==> src/rtl/fifo_push_rr_arbiter.sv <==
// fifo_push_rr_arbiter: round-robin burst arbiter that shares one FIFO push port
// between NUM_REQ requesters, with combinational data/valid/grant forwarding.
module fifo_push_rr_arbiter #(
    parameter int NUM_REQ    = 4,
    parameter int DATA_WIDTH = 32,
    parameter int MAX_BURST  = 8,
    localparam int IDX_W     = (NUM_REQ > 1) ? $clog2(NUM_REQ) : 1,
    localparam int CNT_W     = $clog2(MAX_BURST + 1)
) (
    input  logic                          clk,
    input  logic                          rst_n,
    input  logic [NUM_REQ*DATA_WIDTH-1:0] req_data_i,
    input  logic [NUM_REQ-1:0]            req_valid_i,
    input  logic [NUM_REQ-1:0]            req_last_i,
    output logic [NUM_REQ-1:0]            req_grant_o,
    output logic [DATA_WIDTH-1:0]         fifo_data_o,
    output logic                          fifo_valid_o,
    input  logic                          fifo_grant_i,
    output logic [IDX_W-1:0]              owner_o,
    output logic                          busy_o
);
    typedef enum logic {IDLE, LOCKED} state_t;

    state_t           state;
    logic [IDX_W-1:0] rr_ptr, owner, sel, cur, nxt;
    logic [CNT_W-1:0] beat_cnt;
    logic             found, locked, accept, release_now;
    int               idx;

    // Scan from the highest index down so the entry closest to rr_ptr wins.
    always_comb begin
        sel   = '0;
        found = 1'b0;
        idx   = 0;
        for (int i = NUM_REQ - 1; i >= 0; i--) begin
            idx = int'(rr_ptr) + i;
            if (idx >= NUM_REQ) idx = idx - NUM_REQ;
            if (req_valid_i[idx]) begin
                sel   = IDX_W'(idx);
                found = 1'b1;
            end
        end
    end

    assign locked       = (state == LOCKED);
    assign cur          = locked ? owner : sel;
    assign fifo_valid_o = locked ? req_valid_i[owner] : found;
    assign fifo_data_o  = (locked || found) ? req_data_i[cur*DATA_WIDTH +: DATA_WIDTH] : '0;
    assign req_grant_o  = ((locked || found) && fifo_grant_i) ? (NUM_REQ'(1) << cur) : '0;
    assign accept       = fifo_valid_o && fifo_grant_i;
    assign release_now  = req_last_i[cur] ||
                          (locked ? (beat_cnt == CNT_W'(MAX_BURST - 1)) : (MAX_BURST == 1));
    assign nxt          = (cur == IDX_W'(NUM_REQ - 1)) ? '0 : cur + 1'b1;
    assign busy_o       = locked;
    assign owner_o      = owner;

    always_ff @(posedge clk or negedge rst_n) begin
        if (!rst_n) begin
            state    <= IDLE;
            rr_ptr   <= '0;
            owner    <= '0;
            beat_cnt <= '0;
        end else if (accept) begin
            owner <= cur;
            if (release_now) begin
                state    <= IDLE;
                rr_ptr   <= nxt;
                beat_cnt <= '0;
            end else begin
                state    <= LOCKED;
                beat_cnt <= beat_cnt + 1'b1;
            end
        end
    end
endmodule

==> config.mk <==
export PLATFORM = sky130hd
export DESIGN_NAME = fifo_push_rr_arbiter
export DESIGN_NICKNAME = d
export VERILOG_FILES = /design/src/rtl/fifo_push_rr_arbiter.sv
export SDC_FILE = /design/constraint.sdc
export NUM_CORES = 1
export LEC_CHECK = 0
export CORE_AREA = 2 2 80 82
export DETAILED_ROUTE_END_ITERATION = 6
export DIE_AREA = 0 0 82 84
export PLACE_DENSITY = 0.83
export SYNTH_ARGS = -nofsm -noshare
export SYNTH_HDL_FRONTEND = slang
export SYNTH_SLANG_ARGS = --single-unit
==> constraint.sdc <==
create_clock -name clk -period 5.7 [get_ports clk]
set_clock_uncertainty 0.05 [all_clocks]
set_input_delay 0.855 -clock clk [delete_from_list [all_inputs] [get_ports clk]]
set_output_delay 0.855 -clock clk [all_outputs]
set_load 0.005 [all_outputs]
==> run_results.csv <==
group,metric,value,unit
yosys,synth.most_common_cell,"nor2_1",
floorplanning,coreArea,6100,sq um
worst_setup_path,cp-end-kind,"output port",
final_layout,syn_to_final_growth,94.9,%
worst_setup_path,worst-path-max-fanout,46,
drt,vias,2467,
worst_setup_path,r2r-end,"rr_ptr[1]",
global_route,grt_pass1_vias,2541,
cts,cts_tree,"done",
cts,cts_made_buffers,3,
yosys,ys_types,44,
yosys,synthesis.area,1970,sq um
cts,cts_hold_buf,0,
global_route,grt.total_usage,22.0,%
yosys,ys.flop_type,"dfrtp_1",
worst_setup_path,cp-start-kind,"input port",
sta,hold_ws,0.475,ns
worst_hold_path,holdPathStages,1,
global_route,antenna_found_initial,0,
power,peakVddDrop,0.000231,V
worst_hold_path,hp-class,"reg2reg",
worst_setup_path,r2r_cells,6,
sta,slew_headroom,63.3,%
yosys,async_flop_share,100,%
sta,finalSetupViolations,0,
yosys,syn_nets,377,
cts,cts_setup_buffers,0,
floorplanning,die_w,82,um
drt,drc,0,
final_layout,fin_nets,545,
floorplanning,ios,179,
sta,final_hold_viol_count,0,
final_layout,antenna_cells,0,
yosys,syn_area_per_cell,8.46,sq um
cts,root_buffer,"clkbuf_8",
power,p_per_area,455,nW/um^2
power,leakagePower,0.00151,uW
final_layout,drive_gt1_share,11.3,%
drt,drt_iter0_markers,78,
cts,cts_resized,0,
cts,clkSlewWorstSetupHoldPaths,0.05,ns
final_layout,multi_input_area,1640,sq um
yosys,synthCells,233,
worst_setup_path,cp.arrival,3.66,ns
floorplanning,rows,29,
yosys,synth_top_area_share,16.8,%
global_route,grt_max_degree,47,
worst_setup_path,startpoint,"req_valid_i[2]",
floorplanning,die_height,84,um
sta,setup_tns,0,ns
yosys,synth_common_cells,"nor2_1, mux2i_1, a211oi_1",
sta,fin_crit,4.57,ns
sta,finalMaxSlewViolations,0,
drt,wl_per_cell,16.2,um
worst_hold_path,hold_end,"beat_cnt[2]",
final_layout,fill_cells,511,
worst_setup_path,r2r-start,"busy_o",
drt,wl,7730,um
floorplanning,start_util,32.3,%
cts,worstSkewPairLatency,0.24,ns
yosys,synth-edff-count,0,
sta,worst_pin_slew,0.551,ns
placement,port_buffers,178,
run_status,run_status,"finished clean",
placement,gp_congestion,0.858,
yosys,ys_ff_latch,9,
drt,dr.pass1.iters,5,
cts,cts_sinks,9,
drt,via_per_inst,5.17,
sta,rsz0062_at_grt,"no",
worst_setup_path,ff2ff_setup_slack,3.29,ns
cts,cts_buffer_depth,2,
placement,dp_hpwl,6190,um
global_route,grt_remaining_overflow,0,
sta,fmax,219,MHz
cts,htreeDepth,1,
yosys,yosysTopAreaCell,"mux2i_1",
worst_setup_path,required,4.80,ns
job,max_cap_violations,0,
final_layout,seq_area,225,sq um
yosys,yosys-top-cells-area,"mux2i_1, mux2_2, a211oi_1",
floorplanning,dieArea,6890,sq um
drt,ant_nets,0,
global_route,grt_pass1_wl,12000,um
yosys,synth_seq_area_share,11.4,%
sta,post-route-period-util,80.1,%
yosys,yosysWarnings,0,
worst_setup_path,worstSetupPathType,"in2out",
worst_hold_path,min-delay-start,"beat_cnt[2]",
## flip-flops by register name, indices dropped and copies added, names as in the netlist
register	count
busy_o	1
beat_cnt	4
rr_ptr	2
owner_o	2
## cell type report
cell class                      instances  area share, %
Clock buffer                            4           1.17
Timing Repair Buffer                  182           47.5
Inverter                                4          0.391
Multi-Input combinational cell        201           42.6
Sequential cell                         9           5.86
Tap cell                               77           2.51
## metal layers
layer | wire, um | part of all wire (%) | global-route usage (%)
met1 | 3000 | 39 | 26.2
met2 | 3980 | 51 | 39.1
met3 | 568 | 7.3 | 4.11
met4 | 182 | 2.4 | 6.06
met5 | 0 | 0 | 0
## cell families after synthesis
family                     after synthesis  synth area share [%]
AOI/OAI and AO/OA                       54                  22.5
adders and majority gates                5                  3.17
buffers and inverters                   23                  6.67
DFF                                      9                  11.4
muxes                                   69                  37.9
and+or+nand+nor                         73                  18.3
## how the worst max path moves through the flow
stage / end / cells after the start
2_1_floorplan: req_grant_o[0] / 8
3_3_place_gp: fifo_data_o[10] / 9
3_5_place_dp: fifo_data_o[30] / 9
4_1_cts: fifo_data_o[30] / 9
5_1_grt: fifo_data_o[30] / 9
6_report: fifo_data_o[30] / 9
## layout by cell type, fill, tap and decap left out, drive strengths merged
master,instances
a221o,1
nor3b,1
nor4,3
and4b,1
nor3,1
buf,4
a31o,1
a21oi,3
mux4,1
nor2b,1
o21ai,5
a22o,1
mux2i,33
a221oi,1
a211oi,34
o221a,1
nand3b,3
mux2,35
nand3,2
or4,1
and3,6
a21o,2
o31ai,3
a32o,1
ha,5
and2,1
inv,4
clkbuf,4
nor2,38
a21boi,1
dfrtp,9
nand2b,5
clkdlybuf4s50,178
or2,2
nand2,8
## report_power, final
group	leakage (uW)	internal, uW	switching [uW]	total, uW
combinational	0.00137	885	654	1540
clock	0.0000228	49.0	28.0	77.0
sequential	0.000112	90.1	41.0	131
total	0.00151	1020	723	1750
## critical path: stages
cell	delay (ns)
clkdlybuf4s50_1	0.67
nand2b_1	0.09
a21oi_1	0.18
o21ai_1	0.18
nor2_4	0.46
buf_12	0.28
nor2_1	0.07
a211oi_1	0.30
clkdlybuf4s50_1	0.56
## stage by stage
step	instance area (sq um)	utilization [%]	setup slack, ns	cells	power, uW
after global placement	3800	62.3	1.15	473	1650
after global routing	3840	63.0	0.857	477	1890
final	3840	63.0	1.13	477	1750
after CTS	3840	63.0	1.11	477	1760
after detailed placement	3800	62.3	1.17	473	1670
after floorplan	1970	-	2.49	233	1040
Note: power is estimated with default switching activity, not from simulation.
